--- config.mk ---
export PLATFORM = sky130hd
export DESIGN_NAME = pipe_ctrl_unit
export DESIGN_NICKNAME = d
export VERILOG_FILES = /design/src/rtl/ctrl_pkg.sv /design/src/rtl/ctrl_decoder.sv /design/src/rtl/pipe_ctrl_unit.sv
export SDC_FILE = /design/constraint.sdc
export NUM_CORES = 1
export LEC_CHECK = 0
export ABC_AREA = 1
export BUFFER_PORTS_ARGS = -buffer_cell sky130_fd_sc_hd__buf_2
export CELL_PAD_IN_SITES_DETAIL_PLACEMENT = 0
export CELL_PAD_IN_SITES_GLOBAL_PLACEMENT = 1
export CORE_MARGIN = 3
export CORE_UTILIZATION = 34
export CTS_BUF_LIST = sky130_fd_sc_hd__clkbuf_4 sky130_fd_sc_hd__clkbuf_8
export DETAILED_ROUTE_END_ITERATION = 16
export PLACE_DENSITY_LB_ADDON = 0.1
export SLEW_MARGIN = 20
export SYNTH_ARGS = -nofsm -noshare
export SYNTH_HDL_FRONTEND = slang
export SYNTH_HIERARCHICAL = 1
export SYNTH_SLANG_ARGS = --single-unit
--- constraint.sdc ---
create_clock -name clk -period 1.9 [get_ports clk]
set_input_delay 0.38 -clock clk [delete_from_list [all_inputs] [get_ports clk]]
set_output_delay 0.38 -clock clk [all_outputs]
set_load 0.01 [all_outputs]
--- src/rtl/ctrl_pkg.sv ---
// Shared definitions for the pipeline control unit: opcodes, ALU op codes,
// the per-stage control word and the halt state machine encoding.
package ctrl_pkg;

    localparam logic [6:0] OpcR      = 7'b0110011;
    localparam logic [6:0] OpcLoad   = 7'b0000011;
    localparam logic [6:0] OpcStore  = 7'b0100011;
    localparam logic [6:0] OpcImm    = 7'b0010011;
    localparam logic [6:0] OpcBranch = 7'b1100011;
    localparam logic [6:0] OpcJalr   = 7'b1100111;
    localparam logic [6:0] OpcJal    = 7'b1101111;
    localparam logic [6:0] OpcSystem = 7'b1110011;

    // funct7 value that marks an RV32M multiply/divide R-type
    localparam logic [6:0] F7MulDiv  = 7'b0000001;

    typedef enum logic [2:0] {
        AluAdd    = 3'b000,
        AluBranch = 3'b001,
        AluR      = 3'b010,
        AluI      = 3'b011,
        AluMulDiv = 3'b100
    } alu_op_e;

    typedef enum logic [1:0] {
        HaltRun    = 2'b00,
        HaltDrain  = 2'b01,
        HaltHalted = 2'b10
    } halt_state_e;

    // Control word carried ID/EX -> EX/MEM -> MEM/WB. halt marks an ecall that
    // had halt_req=1 when it was decoded; it only matters while in EX.
    typedef struct packed {
        logic       alu_src;
        logic       branch;
        logic       is_jal;
        logic       is_jalr;
        alu_op_e    alu_op;
        logic       mem_read;
        logic       mem_write;
        logic       wb_write_enable;
        logic       wb_mem_to_reg;
        logic       wb_pc_to_reg;
        logic [4:0] rd;
        logic       halt;
    } ctrl_word_t;

    localparam ctrl_word_t CtrlBubble = '{alu_op: AluAdd, default: '0};

endpackage

--- src/rtl/ctrl_decoder.sv ---
// Combinational instruction decoder: produces the control word, which source
// registers the instruction reads, and whether a valid instruction is illegal.
module ctrl_decoder
    import ctrl_pkg::*;
#(
    parameter bit ENABLE_M = 1'b0
) (
    input  logic [31:0] i_inst,
    input  logic        i_valid,
    input  logic        i_halt_req,
    output ctrl_word_t  o_ctrl,
    output logic        o_use_rs1,
    output logic        o_use_rs2,
    output logic        o_illegal
);

    logic [6:0] w_opcode;
    logic [4:0] w_rd;
    logic [6:0] w_funct7;
    logic       w_is_muldiv;
    logic       w_unused_inst;

    assign w_opcode      = i_inst[6:0];
    assign w_rd          = i_inst[11:7];
    assign w_funct7      = i_inst[31:25];
    assign w_is_muldiv   = (w_funct7 == F7MulDiv);
    // funct3 and the register specifiers are not needed to build the control word
    assign w_unused_inst = ^i_inst[24:12];

    // Decode opcode class into control bits; invalid slots decode as a bubble.
    always_comb begin
        o_ctrl    = CtrlBubble;
        o_use_rs1 = 1'b0;
        o_use_rs2 = 1'b0;
        o_illegal = 1'b0;
        if (i_valid) begin
            case (w_opcode)
                OpcR: begin
                    if (w_is_muldiv && !ENABLE_M) begin
                        o_illegal = 1'b1;
                    end else begin
                        if (w_is_muldiv) begin
                            o_ctrl.alu_op = AluMulDiv;
                        end else begin
                            o_ctrl.alu_op = AluR;
                        end
                        o_ctrl.wb_write_enable = 1'b1;
                        o_ctrl.rd              = w_rd;
                        o_use_rs1              = 1'b1;
                        o_use_rs2              = 1'b1;
                    end
                end
                OpcLoad: begin
                    o_ctrl.alu_src         = 1'b1;
                    o_ctrl.alu_op          = AluAdd;
                    o_ctrl.mem_read        = 1'b1;
                    o_ctrl.wb_write_enable = 1'b1;
                    o_ctrl.wb_mem_to_reg   = 1'b1;
                    o_ctrl.rd              = w_rd;
                    o_use_rs1              = 1'b1;
                end
                OpcStore: begin
                    // rd bits hold part of the store offset, so no destination
                    o_ctrl.alu_src   = 1'b1;
                    o_ctrl.alu_op    = AluAdd;
                    o_ctrl.mem_write = 1'b1;
                    o_use_rs1        = 1'b1;
                    o_use_rs2        = 1'b1;
                end
                OpcImm: begin
                    o_ctrl.alu_src         = 1'b1;
                    o_ctrl.alu_op          = AluI;
                    o_ctrl.wb_write_enable = 1'b1;
                    o_ctrl.rd              = w_rd;
                    o_use_rs1              = 1'b1;
                end
                OpcBranch: begin
                    o_ctrl.branch = 1'b1;
                    o_ctrl.alu_op = AluBranch;
                    o_use_rs1     = 1'b1;
                    o_use_rs2     = 1'b1;
                end
                OpcJalr: begin
                    o_ctrl.alu_src         = 1'b1;
                    o_ctrl.is_jalr         = 1'b1;
                    o_ctrl.alu_op          = AluAdd;
                    o_ctrl.wb_write_enable = 1'b1;
                    o_ctrl.wb_pc_to_reg    = 1'b1;
                    o_ctrl.rd              = w_rd;
                    o_use_rs1              = 1'b1;
                end
                OpcJal: begin
                    // target is pc + immediate, so the immediate operand is selected
                    o_ctrl.alu_src         = 1'b1;
                    o_ctrl.is_jal          = 1'b1;
                    o_ctrl.alu_op          = AluAdd;
                    o_ctrl.wb_write_enable = 1'b1;
                    o_ctrl.wb_pc_to_reg    = 1'b1;
                    o_ctrl.rd              = w_rd;
                end
                OpcSystem: begin
                    // ecall travels as a bubble; only a halting one is tagged
                    o_ctrl.halt = i_halt_req;
                end
                default: begin
                    o_illegal = 1'b1;
                end
            endcase
        end
    end

endmodule

--- src/rtl/pipe_ctrl_unit.sv ---
// Pipeline control unit: decodes ID, carries control words down ID/EX, EX/MEM
// and MEM/WB, handles load-use stalls, flushes, memory stalls, the ecall halt
// drain and the sticky illegal-instruction flag.
module pipe_ctrl_unit
    import ctrl_pkg::*;
#(
    parameter bit          ENABLE_M   = 1'b0,
    parameter int unsigned HALT_DRAIN = 2
) (
    input  logic        clk,
    input  logic        reset,
    input  logic [31:0] id_inst,
    input  logic        id_valid,
    input  logic        mem_stall,
    input  logic        flush,
    input  logic        halt_req,
    output logic        ex_alu_src,
    output logic        ex_branch,
    output logic        ex_is_jal,
    output logic        ex_is_jalr,
    output logic [2:0]  ex_alu_op,
    output logic        mem_read,
    output logic        mem_write,
    output logic        wb_write_enable,
    output logic        wb_mem_to_reg,
    output logic        wb_pc_to_reg,
    output logic [4:0]  ex_rd,
    output logic [4:0]  mem_rd,
    output logic [4:0]  wb_rd,
    output logic        pc_write,
    output logic        ifid_write,
    output logic        is_halted,
    output logic        illegal_inst
);

    localparam int unsigned CntW = (HALT_DRAIN > 1) ? $clog2(HALT_DRAIN) : 1;

    ctrl_word_t     w_id_ctrl;
    logic           w_use_rs1;
    logic           w_use_rs2;
    logic           w_illegal;
    logic           w_load_use;
    logic           w_set_illegal;
    logic           w_pc_write;
    ctrl_word_t     w_idex_next;
    halt_state_e    w_state_next;
    logic [CntW-1:0] w_cnt_next;
    logic           w_unused_memwb;

    ctrl_word_t     r_idex;
    ctrl_word_t     r_exmem;
    ctrl_word_t     r_memwb;
    halt_state_e    r_state;
    logic [CntW-1:0] r_cnt;
    logic           r_illegal;

    ctrl_decoder #(
        .ENABLE_M(ENABLE_M)
    ) u_ctrl_decoder (
        .i_inst    (id_inst),
        .i_valid   (id_valid),
        .i_halt_req(halt_req),
        .o_ctrl    (w_id_ctrl),
        .o_use_rs1 (w_use_rs1),
        .o_use_rs2 (w_use_rs2),
        .o_illegal (w_illegal)
    );

    assign w_load_use = r_idex.mem_read && (r_idex.rd != 5'd0) &&
                        ((w_use_rs1 && (id_inst[19:15] == r_idex.rd)) ||
                         (w_use_rs2 && (id_inst[24:20] == r_idex.rd)));

    // Halt FSM next state: count non-stalled cycles after a halting ecall hits EX.
    always_comb begin
        w_state_next = r_state;
        w_cnt_next   = r_cnt;
        if (!mem_stall) begin
            case (r_state)
                HaltRun: begin
                    if (r_idex.halt) begin
                        if (HALT_DRAIN <= 1) begin
                            w_state_next = HaltHalted;
                            w_cnt_next   = '0;
                        end else begin
                            w_state_next = HaltDrain;
                            w_cnt_next   = CntW'(HALT_DRAIN - 1);
                        end
                    end
                end
                HaltDrain: begin
                    // the decrement that reaches zero is the one that halts
                    if (r_cnt <= CntW'(1)) begin
                        w_state_next = HaltHalted;
                        w_cnt_next   = '0;
                    end else begin
                        w_cnt_next = r_cnt - CntW'(1);
                    end
                end
                HaltHalted: begin
                    w_state_next = HaltHalted;
                end
                default: begin
                    w_state_next = HaltRun;
                    w_cnt_next   = '0;
                end
            endcase
        end
    end

    // ID/EX load selection and front-end enables, in priority order.
    always_comb begin
        w_idex_next   = r_idex;
        w_set_illegal = 1'b0;
        w_pc_write    = 1'b1;
        if (mem_stall) begin
            w_pc_write = 1'b0;
        end else if (r_state != HaltRun) begin
            w_pc_write  = 1'b0;
            w_idex_next = CtrlBubble;
        end else if (flush) begin
            w_idex_next = CtrlBubble;
        end else if (w_load_use) begin
            w_pc_write  = 1'b0;
            w_idex_next = CtrlBubble;
        end else if (w_illegal) begin
            w_idex_next   = CtrlBubble;
            w_set_illegal = 1'b1;
        end else begin
            w_idex_next = w_id_ctrl;
        end
        // reset keeps the front end fetching regardless of other inputs
        if (!reset) begin
            w_pc_write = 1'b1;
        end
    end

    // Stage registers advance together and freeze on a memory stall.
    always_ff @(posedge clk or negedge reset) begin
        if (!reset) begin
            r_idex  <= CtrlBubble;
            r_exmem <= CtrlBubble;
            r_memwb <= CtrlBubble;
        end else if (!mem_stall) begin
            r_idex  <= w_idex_next;
            r_exmem <= r_idex;
            r_memwb <= r_exmem;
        end
    end

    // Halt FSM state and drain counter.
    always_ff @(posedge clk or negedge reset) begin
        if (!reset) begin
            r_state <= HaltRun;
            r_cnt   <= '0;
        end else begin
            r_state <= w_state_next;
            r_cnt   <= w_cnt_next;
        end
    end

    // Sticky illegal-instruction flag, cleared only by reset.
    always_ff @(posedge clk or negedge reset) begin
        if (!reset) begin
            r_illegal <= 1'b0;
        end else if (w_set_illegal) begin
            r_illegal <= 1'b1;
        end
    end

    assign ex_alu_src      = r_idex.alu_src;
    assign ex_branch       = r_idex.branch;
    assign ex_is_jal       = r_idex.is_jal;
    assign ex_is_jalr      = r_idex.is_jalr;
    assign ex_alu_op       = r_idex.alu_op;
    assign ex_rd           = r_idex.rd;
    assign mem_read        = r_exmem.mem_read;
    assign mem_write       = r_exmem.mem_write;
    assign mem_rd          = r_exmem.rd;
    assign wb_write_enable = r_memwb.wb_write_enable;
    assign wb_mem_to_reg   = r_memwb.wb_mem_to_reg;
    assign wb_pc_to_reg    = r_memwb.wb_pc_to_reg;
    assign wb_rd           = r_memwb.rd;
    assign pc_write        = w_pc_write;
    assign ifid_write      = w_pc_write;
    assign is_halted       = (r_state == HaltHalted);
    assign illegal_inst    = r_illegal;

    // EX/MEM-only fields ride along into MEM/WB but are not consumed there
    assign w_unused_memwb = ^{r_memwb.alu_src, r_memwb.branch, r_memwb.is_jal,
                              r_memwb.is_jalr, r_memwb.alu_op, r_memwb.mem_read,
                              r_memwb.mem_write, r_memwb.halt};

endmodule

==> impl_metrics.env, run 1 <==
export IMPL_cts_buffers=5
export IMPL_synthArstFlopShare_pct=100
export IMPL_top_register="r_idex"
export IMPL_die_h_um=88.6
export IMPL_first_global_vias=1997
export IMPL_layout_cells_non_filler=479
export IMPL_grt_pass1_wl_um=9250
export IMPL_placed_cells=464
export IMPL_fmaxAchievable_ghz=0.465
export IMPL_hold_class="input pin to async pin"
export IMPL_yosys_warnings=6
export IMPL_worstSetupPathType="input pin to output port"
export IMPL_met3_usage_pct=3.35
export IMPL_gr_usage_all_layers_pct=15.3
export IMPL_max_stage_delay_ns=0.14
export IMPL_rsz0062_at_grt="true"
export IMPL_final_layout_size_suffix_gt1_share_pct=34.6
export IMPL_worst_hold_slack_ns=0.199
export IMPL_slew_violations=0
export IMPL_htree_levels=2
export IMPL_outcome="finished, violations left"
export IMPL_syn_cell_area_um2=2320
export IMPL_largest_reg_flops=6
export IMPL_io_pins=69
export IMPL_critPathTopFamily="simple AND/OR/NAND/NOR gates"
export IMPL_grt_max_degree=40
export IMPL_ys_ff_latch=39
export IMPL_fp_dieW_um=88.6
export IMPL_wl_per_cell_um=11.5
export IMPL_p_leak_uw=0.00179
export IMPL_antenna_cells=0
export IMPL_io_buffers=65
export IMPL_fin_nets=441
export IMPL_crit_chain="buf_4 -> nor2_4 -> nand2_1 -> nor2_2 -> nor2_2 -> nand2_1 -> nor2_1 -> nor2_1 -> nand2_1 -> nor2_1 -> nand3_1 -> nand2_2 -> nand3_2 -> nand2_2 -> nand2_4 -> buf_6"
export IMPL_synth_cell_types=26
export IMPL_root_buffer="clkbuf_8"
export IMPL_cellPowerDensity_nw_per_um2=612
export IMPL_drtIter0Drc=96
export IMPL_final_hold_viol_count=0
export IMPL_max_cap_viol_count=0
export IMPL_synth_flop_cell="dfrtp_1"
export IMPL_irDropWorstVdd_mv=0.337
export IMPL_violations="setup timing"
export IMPL_syn_nets=364
export IMPL_setup_viol_count_final=2
export IMPL_power_uw=1850
export IMPL_clk_pin_slew_ns=0.08
export IMPL_fin_skew_ns=0.00421
export IMPL_die_area_um2=7840
export IMPL_crit_buf_inv=2
export IMPL_place_congestion=0.779
export IMPL_cts_tree="built"
export IMPL_crit_required_ns=1.52
export IMPL_busiest_layer="met2"
export IMPL_antenna_found_initial=0
export IMPL_slowest_stage="buf_4"
export IMPL_seq_area_frac_synth_pct=42.1
export IMPL_vias_per_cell=4.37
export IMPL_synth_edf_count=0
export IMPL_dr_total_vias=2093
export IMPL_syn_avg_cell_area_um2=7.15
export IMPL_overflow=0
export IMPL_cp_arrival_ns=1.77
export IMPL_met1_usage_pct=19.2
export IMPL_post_route_period_util_pct=113
export IMPL_core_um2=6460
export IMPL_place_hpwl_um=4140
export IMPL_first_pass_iters=4
export IMPL_start_util_pct=35.9
export IMPL_cp_max_fo=4
export IMPL_start_kind="input pin"
export IMPL_remaining_drc_errors=0
export IMPL_synth_area_top_cells="dfrtp_1 (42%), nand2_1 (19%), inv_1 (6.0%), buf_4 (5.2%), nor2_1 (5.2%)"
export IMPL_cts_path_max_buffers=2
export IMPL_fin_ws_ns=-0.250
export IMPL_num_rows=29
export IMPL_synth_top_area_share_pct=42.1
export IMPL_routed_wl_um=5510
export IMPL_ant_nets=0
export IMPL_clk_latency_ns=0.29
export IMPL_syn_inst=324
export IMPL_cts_sinks=39
export IMPL_grt_util_met2_pct=26.7
export IMPL_critPathCaptureType="output port"
export IMPL_post_route_min_period_ns=2.15
export IMPL_synth_largest_area_cell="dfrtp_1"
export IMPL_areaGrowthSynthToFinish_pct=30.6
-- kinds of logic (layout without fill, tap and decap cells) --
family	after synthesis	count (layout)	share of synthesized area, %
fa+ha+maj	2	2	1.08
other cells	1	1	0.162
buf+inv	68	146	14.7
simple gates	197	197	37.6
compound gates	17	17	4.32
flops	39	39	42.1
-- metal layers --
metal / up-vias / share of wire [%]
met5: - / 0
met4: 0 / 1.1
met3: 7 / 4.5
met2: 42 / 49
met1: 922 / 45
li1: 1122 / -
-- per-stage QoR --
| stage | instance area (µm²) | setup slack (ns) | util (%) | setup TNS, ns |
|---|---|---|---|---|
| 6_report | 3030 | -0.250 | 46.9 | -0.500 |
| 5_1_grt | 3030 | -0.385 | 46.9 | -1.53 |
| 4_1_cts | 2980 | -0.291 | 46.1 | -0.582 |
| 3_5_place_dp | 2760 | -0.307 | 42.7 | -2.46 |
| 3_3_place_gp | 2760 | -0.314 | 42.7 | -2.46 |
| 2_1_floorplan | 2340 | -0.0435 | - | -0.0435 |
-- final cells by class --
| cell class | instances | area [µm²] |
|---|---|---|
| Tap cell | 77 | 96.3 |
| Timing Repair Buffer | 94 | 593 |
| Clock inverter | 2 | 60.1 |
| Clock buffer | 6 | 76.3 |
| Fill cell | 696 | 3430 |
| Inverter | 44 | 170 |
| Multi-Input combinational cell | 217 | 1050 |
| Sequential cell | 39 | 976 |
-- Yosys cell counts, types with 3 or more instances --
| cell | number |
|---|---|
| nand2_1 | 120 |
| dfrtp_1 | 39 |
| inv_1 | 37 |
| nor2_1 | 32 |
| nand3_1 | 22 |
| buf_4 | 16 |
| o21ai_0 | 12 |
| nand3_2 | 7 |
| inv_2 | 6 |
| clkbuf_1 | 5 |
| a21oi_1 | 3 |
| nand2_2 | 3 |
| nor2_4 | 3 |
| nor3_1 | 3 |
-- report_power, final --
part             switching (µW)  leakage, µW  internal [µW]
Sequential     0.00000000000914     0.000535            829
Clock                       297    0.0000688            539
Combinational               107      0.00119           79.5
-- final timing paths --
| check | start | depth (start not counted) | slack (ns) | end |
|---|---|---|---|---|
| worst min register to register | illegal_inst | 2 | 0.47 | illegal_inst |
| worst max-delay path | id_inst[6] | 16 | -0.25 | pc_write |
| max in group asynchronous | reset | 2 | 1.36 | wb_mem_to_reg |
| min in group clk | mem_stall | 3 | 0.39 | mem_write |
| worst min-delay path | reset | 2 | 0.20 | mem_write |
| worst max register to register | ex_rd[4] | 11 | 0.28 | ex_alu_op[1] |
-- placed cells by master (no fill, tap or decap), types with 6 or more instances in the layout --
master / count
inv_2: 6
nor2_1: 27
nand3_1: 21
o21ai_0: 12
nand3_2: 7
dfrtp_1: 39
buf_2: 59
inv_1: 35
buf_4: 29
nand2_1: 116
-- what timing repair did --
action,in CTS,in global routing
resized for setup,10,15
hold buffers,0,0
endpoints found under the hold margin,0,0
setup buffers,5,2
endpoints found under the setup margin,2,20
pin swaps,12,10
(Power assumes the default switching activity.)
==> run 2, diff against run 1 <==
--- a/config.mk
+++ b/config.mk
@@ -10,7 +10,7 @@
 export CELL_PAD_IN_SITES_DETAIL_PLACEMENT = 0
 export CELL_PAD_IN_SITES_GLOBAL_PLACEMENT = 1
 export CORE_MARGIN = 3
-export CORE_UTILIZATION = 34
+export CORE_UTILIZATION = 37
 export CTS_BUF_LIST = sky130_fd_sc_hd__clkbuf_4 sky130_fd_sc_hd__clkbuf_8
 export DETAILED_ROUTE_END_ITERATION = 16
 export PLACE_DENSITY_LB_ADDON = 0.1
==> constraint.sdc (replaced) <==
create_clock -name clk -period 2.45 [get_ports clk]
set_input_delay 0.49 -clock clk [delete_from_list [all_inputs] [get_ports clk]]
set_output_delay 0.49 -clock clk [all_outputs]
set_load 0.01 [all_outputs]
==> impl_metrics.env, run 2 (synthesis gave the netlist of run 1 again) <==
export IMPL_start_kind="input pin"
export IMPL_cp_max_fo=5
export IMPL_first_pass_iters=4
export IMPL_worstSetupPathType="input pin to output port"
export IMPL_place_hpwl_um=3850
export IMPL_vias_per_cell=4.36
export IMPL_ant_nets=0
export IMPL_clk_pin_slew_ns=0.08
export IMPL_routed_wl_um=5080
export IMPL_post_route_period_util_pct=97.2
export IMPL_antenna_cells=0
export IMPL_p_leak_uw=0.00177
export IMPL_fin_nets=440
export IMPL_htree_levels=2
export IMPL_final_area_um2=2960
export IMPL_worst_hold_slack_ns=0.273
export IMPL_reg2reg_slack_ns=0.92
export IMPL_rsz0062_at_grt="true"
export IMPL_fin_skew_ns=0.00374
export IMPL_wl_per_cell_um=10.7
export IMPL_drtIter0Drc=74
export IMPL_overflow=0
export IMPL_grt_pass1_wl_um=8670
export IMPL_io_buffers=65
export IMPL_remaining_drc_errors=0
export IMPL_areaGrowthSynthToFinish_pct=27.8
export IMPL_final_common_cell="nand2_1"
export IMPL_largest_reg_flops=6
export IMPL_num_rows=28
export IMPL_setup_viol_count_final=0
export IMPL_core_um2=5990
export IMPL_cts_tree="built"
export IMPL_critPathCaptureType="output port"
export IMPL_clk_latency_ns=0.29
export IMPL_gr_usage_all_layers_pct=14.5
export IMPL_grt_max_degree=40
export IMPL_cp_arrival_ns=1.89
export IMPL_first_global_vias=1925
export IMPL_die_area_um2=7250
export IMPL_final_layout_size_suffix_gt1_share_pct=32.7
export IMPL_cts_sinks=39
export IMPL_slew_violations=0
export IMPL_root_buffer="clkbuf_8"
export IMPL_place_congestion=0.754
export IMPL_io_pins=69
export IMPL_final_hold_viol_count=0
export IMPL_die_h_um=85.1
export IMPL_start_util_pct=38.7
export IMPL_cts_path_max_buffers=2
export IMPL_cts_buffers=5
export IMPL_max_cap_viol_count=0
export IMPL_dpl_cell_area_um2=2730
export IMPL_crit_required_ns=1.96
export IMPL_pre_cts_ws_ns=-0.0672
export IMPL_hold_class="input pin to async pin"
export IMPL_fmaxAchievable_ghz=0.420
export IMPL_antenna_found_initial=0
export IMPL_dr_total_vias=2073
export IMPL_n_fill_cell=654
export IMPL_top_register="r_idex"
export IMPL_ctsHoldBuffers=0
export IMPL_final_cell_mix="nand2_1 (117), buf_2 (60), dfrtp_1 (39)"
export IMPL_irDropWorstVdd_mv=0.208
export IMPL_post_route_min_period_ns=2.38
export IMPL_fin_ws_ns=0.0675
export IMPL_fp_dieW_um=85.1
export IMPL_outcome="finished clean"
export IMPL_cellPowerDensity_nw_per_um2=445
run 2: cell count changes in the layout (fill, tap and decap cells not counted), sizes merged:
cell    previous run  this run
bufinv             2         1
buf               94        93
clkinv             1         3
clkbuf             6         5
run 2: layer usage:
metal | vias to the layer above | track usage, % | routed length, µm
met5 | - | 0 | 0
met4 | 0 | 3.88 | 57
met3 | 7 | 3.59 | 257
met2 | 39 | 24.5 | 2320
met1 | 908 | 18.6 | 2450
li1 | 1119 | - | -
run 2: final timing paths:
kind                                   start           end  cells past startpoint
worst min-delay path                   reset     ex_is_jal                      2
worst min register to register  illegal_inst  illegal_inst                      2
worst max-delay path              id_inst[5]    ifid_write                     16
max in group asynchronous              reset  ex_alu_op[1]                      2
worst max register to register    r_state[1]  ex_alu_op[1]                      8
min in group clk                illegal_inst  illegal_inst                      2
run 2: critical path, cell delays in order:
cell and delay [ns]:
buf_6 0.10, buf_4 0.11, nand3_2 0.09, nor2_4 0.11
nand2_2 0.08, nand2_2 0.06, nor2_1 0.04, nor2_1 0.10
nand2_1 0.07, nor2_1 0.11, nand3_1 0.10, nand2_2 0.12
nand3_2 0.07, nand2_1 0.06, nand2_1 0.06, buf_2 0.13
run 2: where the power goes:
group          internal [µW]    switching (µW)
Sequential               643  0.00000000000657
Clock                    303               227
Combinational           64.3              80.0
Total                   1010               307
run 2: cell type report:
| class | instances | area (µm²) | area share, % |
|---|---|---|---|
| Sequential cell | 39 | 976 | 33.0 |
| Clock inverter | 3 | 43.8 | 1.48 |
| Clock buffer | 5 | 68.8 | 2.32 |
| Inverter | 44 | 168 | 5.66 |
| Multi-Input combinational cell | 217 | 1040 | 35.0 |
| Timing Repair Buffer | 93 | 574 | 19.4 |
| Tap cell | 75 | 93.8 | 3.17 |
run 2: repair_timing:
item / 4_1_cts / 5_1_grt
setup endpoints to repair: 2 / 2
pin swaps: 7 / 12
resized for setup: 10 / 12
buffers inserted: 2 / 3
run 2: metrics by stage:
stage | power (µW) | std cells | TNS, ns | utilization, %
final | 1320 | 476 | 0 | 49.4
after global routing | 1380 | 476 | -0.197 | 49.4
after CTS | 1330 | 473 | 0 | 48.4
after detailed placement | 787 | 463 | -0.134 | 45.6
after global placement | 786 | 463 | -0.121 | 45.6
after floorplan | 712 | 324 | 0 | -
